<file path="config.mk">
export PLATFORM = sky130hd
export DESIGN_NAME = ssd1331_spi_rx
export DESIGN_NICKNAME = d
export VERILOG_FILES = /design/src/rtl/ssd1331_pkg.sv /design/src/rtl/ssd1331_spi_rx_shift.sv /design/src/rtl/ssd1331_spi_rx.sv
export SDC_FILE = /design/constraint.sdc
export NUM_CORES = 1
export LEC_CHECK = 0
export ABC_AREA = 0
export CELL_PAD_IN_SITES_DETAIL_PLACEMENT = 0
export CELL_PAD_IN_SITES_GLOBAL_PLACEMENT = 1
export CORE_MARGIN = 4
export CORE_UTILIZATION = 42
export DETAILED_ROUTE_END_ITERATION = 7
export HOLD_SLACK_MARGIN = 0.15
export PLACE_DENSITY = 0.83
export SLEW_MARGIN = 20
export SYNTH_ARGS = -nofsm -noshare
export SYNTH_HDL_FRONTEND = slang
export SYNTH_SLANG_ARGS = --single-unit
</file>
<file path="constraint.sdc">
create_clock -name i_CLK -period 2.2 [get_ports i_CLK]
set_clock_uncertainty 0.15 [all_clocks]
set_input_delay 0.44 -clock i_CLK [delete_from_list [all_inputs] [get_ports i_CLK]]
set_output_delay 0.44 -clock i_CLK [all_outputs]
set_load 0.05 [all_outputs]
</file>
<file path="src/rtl/ssd1331_pkg.sv">
`default_nettype none
// ============================================================================
// Module : ssd1331_pkg
// Brief  : SSD1331 opcode constants, parser state encoding and the opcode
//          argument-count lookup shared by the SPI receive monitor.
// Rev    : 1.0  initial release
// ============================================================================
package ssd1331_pkg;

  localparam logic [7:0] CMD_SET_COLUMN    = 8'h15;
  localparam logic [7:0] CMD_SET_ROW       = 8'h75;
  localparam logic [7:0] CMD_DRAW_LINE     = 8'h21;
  localparam logic [7:0] CMD_DRAW_RECT     = 8'h22;
  localparam logic [7:0] CMD_CLEAR_WINDOW  = 8'h25;
  localparam logic [7:0] CMD_FILL_ENABLE   = 8'h26;
  localparam logic [7:0] CMD_DISPLAY_OFF   = 8'hAE;
  localparam logic [7:0] CMD_DISPLAY_ON    = 8'hAF;

  typedef enum logic [0:0] {
    PS_IDLE = 1'b0,
    PS_ARGS = 1'b1
  } parser_state_e;

  // Returns {unknown, count}: number of argument bytes following an opcode.
  function automatic logic [4:0] ssd1331_argcount(input logic [7:0] opcode);
    logic [4:0] r;
    r = 5'b1_0000;
    case (opcode)
      CMD_SET_COLUMN, CMD_SET_ROW:                    r = 5'd2;
      8'h81, 8'h82, 8'h83, 8'h87, 8'h8A, 8'h8B, 8'h8C,
      8'hA0, 8'hA1, 8'hA2, 8'hA8, 8'hAD, 8'hB0, 8'hB1,
      8'hB3, 8'hBB, 8'hBE, CMD_FILL_ENABLE:           r = 5'd1;
      CMD_CLEAR_WINDOW:                               r = 5'd4;
      CMD_DRAW_LINE:                                  r = 5'd7;
      CMD_DRAW_RECT:                                  r = 5'd10;
      8'hA4, 8'hA5, 8'hA6, 8'hA7, CMD_DISPLAY_OFF,
      CMD_DISPLAY_ON, 8'h2E, 8'h2F, 8'hE3:            r = 5'd0;
      default:                                        r = 5'b1_0000;
    endcase
    return r;
  endfunction

endpackage
`default_nettype wire

</file>
<file path="src/rtl/ssd1331_spi_rx_shift.sv">
`default_nettype none
// ============================================================================
// Module : spi_rx_shift
// Brief  : Synchronises the raw SPI/DC/RES pins, detects SCK rising edges
//          while selected, deserialises MSB-first words and flags chip-select
//          releases that cut a word short. Outputs are single-cycle
//          combinational events; the parent registers them.
// Rev    : 1.0  initial release
// ============================================================================
module spi_rx_shift #(
  parameter int WIDTH       = 8,
  parameter int SYNC_STAGES = 2
) (
  input  logic             clk_i,
  input  logic             rst_i,
  input  logic             cs_i,
  input  logic             sck_i,
  input  logic             mosi_i,
  input  logic             dc_i,
  input  logic             res_i,
  output logic [WIDTH-1:0] byte_o,
  output logic             dc_o,
  output logic             fire_o,
  output logic             cs_err_o,
  output logic             res_n_o
);

  localparam int CW = (WIDTH > 1) ? $clog2(WIDTH) : 1;
  localparam logic [CW-1:0] LAST_BIT = CW'(WIDTH - 1);

  logic [SYNC_STAGES-1:0] cs_sync_q, sck_sync_q, mosi_sync_q, dc_sync_q, res_sync_q;
  logic                   cs_prev_q, sck_prev_q;
  logic [CW-1:0]          cnt_q, cnt_d;
  logic [WIDTH-2:0]       shift_q, shift_d;

  logic cs_s, sck_s, mosi_s, dc_s, res_s;
  logic cs_rise, sck_rise, last_bit;

  assign cs_s   = cs_sync_q[SYNC_STAGES-1];
  assign sck_s  = sck_sync_q[SYNC_STAGES-1];
  assign mosi_s = mosi_sync_q[SYNC_STAGES-1];
  assign dc_s   = dc_sync_q[SYNC_STAGES-1];
  assign res_s  = res_sync_q[SYNC_STAGES-1];

  // A rising SCK that lands in the same sample as CS releasing still counts,
  // so a word finishing right at the end of a frame is not lost.
  assign cs_rise  = cs_s & ~cs_prev_q;
  assign sck_rise = sck_s & ~sck_prev_q & (~cs_s | cs_rise);
  assign last_bit = (cnt_q == LAST_BIT);

  assign byte_o   = {shift_q, mosi_s};
  assign dc_o     = dc_s;
  assign fire_o   = res_s & sck_rise & last_bit;
  assign cs_err_o = res_s & cs_rise & (cnt_q != '0) & ~(sck_rise & last_bit);
  assign res_n_o  = res_s;

  // Bit counter and shift register next state; display reset or an aborted frame restart the word.
  always_comb begin
    cnt_d   = cnt_q;
    shift_d = shift_q;
    if (!res_s) begin
      cnt_d = '0;
    end else begin
      if (sck_rise) begin
        shift_d = byte_o[WIDTH-2:0];
        cnt_d   = last_bit ? '0 : cnt_q + CW'(1);
      end
      if (cs_rise && !(sck_rise && last_bit)) begin
        cnt_d = '0;
      end
    end
  end

  // Input synchronisers, edge-history flops and deserialiser state.
  always_ff @(posedge clk_i) begin
    if (rst_i) begin
      cs_sync_q   <= '1;
      sck_sync_q  <= '1;
      res_sync_q  <= '1;
      mosi_sync_q <= '0;
      dc_sync_q   <= '0;
      cs_prev_q   <= 1'b1;
      sck_prev_q  <= 1'b1;
      cnt_q       <= '0;
      shift_q     <= '0;
    end else begin
      cs_sync_q   <= {cs_sync_q[SYNC_STAGES-2:0], cs_i};
      sck_sync_q  <= {sck_sync_q[SYNC_STAGES-2:0], sck_i};
      res_sync_q  <= {res_sync_q[SYNC_STAGES-2:0], res_i};
      mosi_sync_q <= {mosi_sync_q[SYNC_STAGES-2:0], mosi_i};
      dc_sync_q   <= {dc_sync_q[SYNC_STAGES-2:0], dc_i};
      cs_prev_q   <= cs_s;
      sck_prev_q  <= sck_s;
      cnt_q       <= cnt_d;
      shift_q     <= shift_d;
    end
  end

endmodule
`default_nettype wire

</file>
<file path="src/rtl/ssd1331_spi_rx.sv">
`default_nettype none
// ============================================================================
// Module : ssd1331_spi_rx
// Brief  : SSD1331 display-side SPI monitor. Receives bytes through
//          spi_rx_shift and frames command bytes into opcode + arguments,
//          tracking display on/off state.
//          Optional: SSD1331_RX_PIXEL_COUNT_EN adds o_PIXEL_CNT, counting
//          16-bit pixels written as DC=1 byte pairs.
// Rev    : 1.0  initial release
// ============================================================================
module ssd1331_spi_rx
  import ssd1331_pkg::*;
#(
  parameter int WIDTH       = 8,
  parameter int SYNC_STAGES = 2
) (
  input  logic             i_CLK,
  input  logic             i_RST,
  input  logic             i_CS,
  input  logic             i_SCK,
  input  logic             i_MOSI,
  input  logic             i_DC,
  input  logic             i_RES,
  output logic [WIDTH-1:0] o_BYTE,
  output logic             o_BYTE_DC,
  output logic             o_BYTE_VALID,
  output logic [7:0]       o_OPCODE,
  output logic [3:0]       o_ARG_IDX,
  output logic             o_ARG_VALID,
  output logic             o_CMD_DONE,
  output logic             o_CMD_UNKNOWN,
  output logic             o_DISPLAY_ON,
  output logic             o_FRAME_ERR
`ifdef SSD1331_RX_PIXEL_COUNT_EN
  ,
  output logic [15:0]      o_PIXEL_CNT
`endif
);

  logic [WIDTH-1:0] rx_byte;
  logic             rx_dc, rx_fire, rx_cs_err, rx_res_n;
  logic [7:0]       rx_op;
  logic [4:0]       argc;

  spi_rx_shift #(
    .WIDTH       (WIDTH),
    .SYNC_STAGES (SYNC_STAGES)
  ) u_shift (
    .clk_i    (i_CLK),
    .rst_i    (i_RST),
    .cs_i     (i_CS),
    .sck_i    (i_SCK),
    .mosi_i   (i_MOSI),
    .dc_i     (i_DC),
    .res_i    (i_RES),
    .byte_o   (rx_byte),
    .dc_o     (rx_dc),
    .fire_o   (rx_fire),
    .cs_err_o (rx_cs_err),
    .res_n_o  (rx_res_n)
  );

  // The command parser only understands 8-bit words.
  assign rx_op = 8'(rx_byte);
  assign argc  = ssd1331_argcount(rx_op);

  parser_state_e    state_q, state_d;
  logic [3:0]       rem_q, rem_d, idx_q, idx_d;
  logic [WIDTH-1:0] byte_q, byte_d;
  logic             byte_dc_q, byte_dc_d, byte_valid_q, byte_valid_d;
  logic [7:0]       opcode_q, opcode_d;
  logic [3:0]       arg_idx_q, arg_idx_d;
  logic             arg_valid_q, arg_valid_d, done_q, done_d, unk_q, unk_d;
  logic             disp_q, disp_d, ferr_q, ferr_d;

  assign o_BYTE        = byte_q;
  assign o_BYTE_DC     = byte_dc_q;
  assign o_BYTE_VALID  = byte_valid_q;
  assign o_OPCODE      = opcode_q;
  assign o_ARG_IDX     = arg_idx_q;
  assign o_ARG_VALID   = arg_valid_q;
  assign o_CMD_DONE    = done_q;
  assign o_CMD_UNKNOWN = unk_q;
  assign o_DISPLAY_ON  = disp_q;
  assign o_FRAME_ERR   = ferr_q;

  // Parser next state: all strobes are registered together so they coincide with o_BYTE_VALID.
  always_comb begin
    state_d      = state_q;
    rem_d        = rem_q;
    idx_d        = idx_q;
    byte_d       = byte_q;
    byte_dc_d    = byte_dc_q;
    byte_valid_d = 1'b0;
    opcode_d     = opcode_q;
    arg_idx_d    = arg_idx_q;
    arg_valid_d  = 1'b0;
    done_d       = 1'b0;
    unk_d        = 1'b0;
    disp_d       = disp_q;
    ferr_d       = 1'b0;
    if (!rx_res_n) begin
      state_d = PS_IDLE;
      rem_d   = 4'd0;
      idx_d   = 4'd0;
      disp_d  = 1'b0;
    end else begin
      if (rx_fire) begin
        byte_valid_d = 1'b1;
        byte_d       = rx_byte;
        byte_dc_d    = rx_dc;
        case (state_q)
          PS_IDLE: begin
            if (!rx_dc) begin
              opcode_d = rx_op;
              if (argc[3:0] == 4'd0) begin
                done_d = 1'b1;
                unk_d  = argc[4];
                if (rx_op == CMD_DISPLAY_ON)  disp_d = 1'b1;
                if (rx_op == CMD_DISPLAY_OFF) disp_d = 1'b0;
              end else begin
                rem_d   = argc[3:0];
                idx_d   = 4'd0;
                state_d = PS_ARGS;
              end
            end
          end
          PS_ARGS: begin
            if (!rx_dc) begin
              arg_valid_d = 1'b1;
              arg_idx_d   = idx_q;
              idx_d       = idx_q + 4'd1;
              rem_d       = rem_q - 4'd1;
              if (rem_q == 4'd1) begin
                done_d  = 1'b1;
                state_d = PS_IDLE;
              end
            end else begin
              // Pixel data while arguments are outstanding aborts the command.
              ferr_d  = 1'b1;
              state_d = PS_IDLE;
            end
          end
          default: state_d = PS_IDLE;
        endcase
      end
      if (rx_cs_err) ferr_d = 1'b1;
    end
  end

  // Parser and output registers.
  always_ff @(posedge i_CLK) begin
    if (i_RST) begin
      state_q      <= PS_IDLE;
      rem_q        <= 4'd0;
      idx_q        <= 4'd0;
      byte_q       <= '0;
      byte_dc_q    <= 1'b0;
      byte_valid_q <= 1'b0;
      opcode_q     <= 8'd0;
      arg_idx_q    <= 4'd0;
      arg_valid_q  <= 1'b0;
      done_q       <= 1'b0;
      unk_q        <= 1'b0;
      disp_q       <= 1'b0;
      ferr_q       <= 1'b0;
    end else begin
      state_q      <= state_d;
      rem_q        <= rem_d;
      idx_q        <= idx_d;
      byte_q       <= byte_d;
      byte_dc_q    <= byte_dc_d;
      byte_valid_q <= byte_valid_d;
      opcode_q     <= opcode_d;
      arg_idx_q    <= arg_idx_d;
      arg_valid_q  <= arg_valid_d;
      done_q       <= done_d;
      unk_q        <= unk_d;
      disp_q       <= disp_d;
      ferr_q       <= ferr_d;
    end
  end

`ifdef SSD1331_RX_PIXEL_COUNT_EN
  logic [15:0] pix_q, pix_d;
  logic        half_q, half_d;

  assign o_PIXEL_CNT = pix_q;

  // Pixel counter: two DC=1 bytes per pixel, restarted by a new column/row window.
  always_comb begin
    pix_d  = pix_q;
    half_d = half_q;
    if (!rx_res_n || (done_d && (opcode_d == CMD_SET_COLUMN || opcode_d == CMD_SET_ROW))) begin
      pix_d  = 16'd0;
      half_d = 1'b0;
    end else if (rx_fire && rx_dc) begin
      half_d = ~half_q;
      if (half_q) pix_d = pix_q + 16'd1;
    end
  end

  // Pixel counter registers.
  always_ff @(posedge i_CLK) begin
    if (i_RST) begin
      pix_q  <= 16'd0;
      half_q <= 1'b0;
    end else begin
      pix_q  <= pix_d;
      half_q <= half_d;
    end
  end
`endif

endmodule
`default_nettype wire

</file>
==> summary.txt <==
SYNTHESIS
--------------------------------------------------------------------------------------
Commonest register cell after synthesis                                        dfxtp_1
Post-synth top area cell                                                       dfxtp_1
Share of flip-flops with an asynchronous set or reset                                0
Synthesized cell area                                                       2740 sq um
Count of flip-flops with a built-in enable after synthesis                           0
Synthesized instance count                                                         308
Synth area leaders                                                        dfxtp_1, mux2i_1, nor2_1, nor2b_1, nand2_1
Post-Synthesis Mean Instance Area                                           8.89 sq um
Cell variety after synth                                                            52
Sequential cell area fraction in the yosys report                                0.424
Fraction of synthesized cell area taken by the top area cell type                0.424
Count of state elements after synthesis                                             58
Syn. warnings                                                                        0
List of most frequent post-synthesis cells                                dfxtp_1, nor2_1, nand2_1
Net count after synthesis                                                          321
Most common cell in the netlist                                                dfxtp_1

CTS
--------------------------------------------------------------------------------------
Maximum root-to-sink buffer count                                                    2
Num Clock Sinks                                                                     58
Latest clock arrival within the worst-skew pair                                0.35 ns
CTS tree                                                                         built
Clock slew at the register clock pins of the worst setup and hold paths        0.07 ns
Buffer cell driving the clock tree root                                       clkbuf_8
CTS buffer count                                                                     9
Level count of the clock H-tree                                                      3

SETUP PATH
--------------------------------------------------------------------------------------
Startpoint kind of the worst setup timing path                               flip-flop
Worst Path Required                                                            1.61 ns
Maximum fanout along the worst path                                                  2
Setup crit end kind                                                         output pin
Critical setup path kind                                                       reg2out
Data arrival time of the critical path                                         1.53 ns
Number of buffers and inverters on the critical path                                 1
Cell chain of the critical path                                           clkdlybuf4s50_1
Critical path's slowest cell                                              clkdlybuf4s50_1
CP top delay family                                                       buffers and inverters
Delay of the slowest critical-path stage                                       0.82 ns

GLOBAL ROUTE
--------------------------------------------------------------------------------------
Total grt overflow                                                                   0
Overall Global Routing Usage                                                     0.186
Maximum number of pins on one net before global-route repair                        36
Global-route wire length before repair                                         11.2 mm
Vias in the first global route                                                    2311
Antenna violations before repair                                                     0

PWR
--------------------------------------------------------------------------------------
Switching share of power                                                         0.231
Internal                                                                       1.73 mW
Seq pwr share                                                                    0.473
Largest voltage drop on the vdd net                                             688 uV
Switching power summed over all nets                                          0.519 mW
Clock Power Share                                                                0.499
Combinational group share of total power                                         0.029
Cell area power density                                                    639 nW/um^2
Leakage power total                                                            1.40 nW

TIMING
--------------------------------------------------------------------------------------
Final max-slew violation count                                                       0
Relative max-transition margin                                                   0.655
Setup-failing EPs final                                                              0
Actual slew at the worst max-slew pin                                         0.516 ns
Final worst setup slack                                                      0.0806 ns
Post-route clock period utilization                                              0.963
Post-Route Setup TNS                                                              0 ns
Fmax                                                                           472 MHz
Final period demand of the worst path                                          2.12 ns
Unrepaired setup endpoints after global routing                                     no
WHS                                                                           0.264 ns
Number of hold violations in the final report                                        0

DIE
--------------------------------------------------------------------------------------
Vert. Die Dim                                                                  88.8 um
Placeable core region                                                       6350 sq um
Die footprint                                                               7880 sq um
Initial standard-cell utilization of the core                                    0.431
Die width                                                                      88.8 um
Number of placement rows                                                            29
Total I/O pin count                                                                 34

WORST HOLD PATH
--------------------------------------------------------------------------------------
Hold Path Class                                                                reg2reg

LAYOUT
--------------------------------------------------------------------------------------
Register area                                                               1170 sq um
Synth-to-layout area growth                                                      28.7%
Antenna diodes                                                                       0
Fraction of final layout cells with drive strength greater than 1                0.189
Net count reported at finish                                                       368
Area of the multi-input gates                                               1470 sq um
FILL cells                                                                         596

PLACE
--------------------------------------------------------------------------------------
Quantity of I/O buffers inserted on ports                                           33
Pre-CTS setup slack                                                          0.0793 ns
Routability-driven placement congestion ratio                                    0.843
Detailed placer's ending HPWL                                                  4.75 mm

STATUS
--------------------------------------------------------------------------------------
Status                                                                       completed

DETAILED ROUTING
--------------------------------------------------------------------------------------
Count of routing violations after the opening detailed-route iteration              98
Drt wl/cell                                                                    15.6 um
Total length of routed wires                                                   6.84 mm
Count of TritonRoute iterations in the first routing pass                            4
Via count                                                                         2347
Routed via count divided by cell count                                            5.37
Antenna viol nets, final                                                             0
Count of unresolved DRC violations after routing                                     0

RUN
--------------------------------------------------------------------------------------
Max cap viols                                                                        0

==> what timing repair did <==
item / CTS / global route
hold endpoints to repair: 0 / 0
resized for setup: 0 / 11
buffers inserted: 0 / 0
hold buffers: 0 / 0
endpoints found under the setup margin: 0 / 12
==> placed cells by master (no fill, tap or decap), types with 3 or more instances in the layout <==
| cell type | Yosys | layout |
|---|---|---|
| mux2i_1 | 18 | 18 |
| nor2b_1 | 17 | 17 |
| buf_4 | 0 | 24 |
| nor2_1 | 29 | 29 |
| nor3b_1 | 6 | 5 |
| a21oi_1 | 19 | 19 |
| o21ai_0 | 12 | 12 |
| and2_1 | 4 | 3 |
| ha_1 | 6 | 5 |
| dfxtp_2 | 0 | 4 |
| clkdlybuf4s50_1 | 0 | 33 |
| nand3_1 | 8 | 8 |
| nor3_1 | 6 | 6 |
| nand2_1 | 28 | 28 |
| and3_1 | 3 | 3 |
| a31oi_1 | 9 | 9 |
| dfxtp_1 | 58 | 54 |
| clkbuf_8 | 0 | 9 |
| inv_1 | 8 | 8 |
| nand4_1 | 5 | 5 |
| or2_2 | 8 | 8 |
==> power groups by stage <==
stage	Sequential [mW]	Combinational [mW]	Clock [mW]
2_1_floorplan	1.09	0.0362	0
3_3_place_gp	1.09	0.0633	0
3_5_place_dp	1.09	0.0637	0
4_1_cts	1.06	0.0647	1.14
5_1_grt	1.06	0.0705	1.19
6_report	1.06	0.0644	1.12
==> metal layers <==
metal / up-vias / GRT usage / routed length, um
met1: 1095 / 0.239 / 3190
met4: 0 / 0.0646 / 106
li1: 1182 / - / -
met2: 59 / 0.287 / 3200
met5: - / 0 / 0
met3: 11 / 0.0698 / 340
==> layout make-up <==
type                       count  share of cell area
clock buffer                   9              0.0351
clock inverter                 7              0.0287
inverter                       8             0.00852
multi-input combinational    219               0.416
sequential                    58               0.331
tap                           77              0.0273
timing repair buffer          59               0.154
==> registers in the layout, indices dropped and copies added (netlist names), 2 cells and up <==
name                 count
o_BYTE                   8
o_OPCODE                 8
u_shift.shift_q          7
idx_q                    4
o_ARG_IDX                4
rem_q                    4
u_shift.cnt_q            3
u_shift.cs_sync_q        2
u_shift.dc_sync_q        2
u_shift.mosi_sync_q      2
u_shift.res_sync_q       2
u_shift.sck_sync_q       2
==> worst paths after layout <==
check	slack, ns	end	cells after the start	start
worst min-delay path	0.26	u_shift.cs_sync_q[1]	1	u_shift.cs_sync_q[0]
worst max-delay path	0.08	o_OPCODE[6]	1	o_OPCODE[6]
worst min register to register	0.26	u_shift.cs_sync_q[1]	1	u_shift.cs_sync_q[0]
worst max register to register	0.10	rem_q[1]	7	u_shift.cnt_q[0]
==> stage by stage <==
stage / utilization / instance area, sq um / instances / total power [mW]
after floorplan: - / 2740 / 308 / 1.12
after global placement: 0.515 / 3270 / 421 / 1.15
after detailed placement: 0.515 / 3270 / 421 / 1.15
after CTS: 0.550 / 3490 / 437 / 2.27
after global routing: 0.555 / 3530 / 437 / 2.32
final: 0.555 / 3530 / 437 / 2.25
==> worst reg2reg max path, cell delays in order, from the launching register on <==
cell	delay, ns
dfxtp_1	0.38
ha_1	0.18
ha_2	0.22
and2_4	0.16
nand4b_1	0.19
buf_6	0.24
a2111oi_1	0.39
a211o_1	0.15
==> cells by family after synthesis <==
family / after synthesis / share of synthesized area
AO/OA/AOI/OAI: 60 / 0.164
buffers and inverters: 31 / 0.0489
AND/OR/NAND/NOR: 134 / 0.267
adder cells (fa/ha/maj): 6 / 0.0274
flip-flops: 58 / 0.424
XOR/XNOR: 1 / 0.00320
multiplexers: 18 / 0.0658
(Power assumes the default switching activity.)
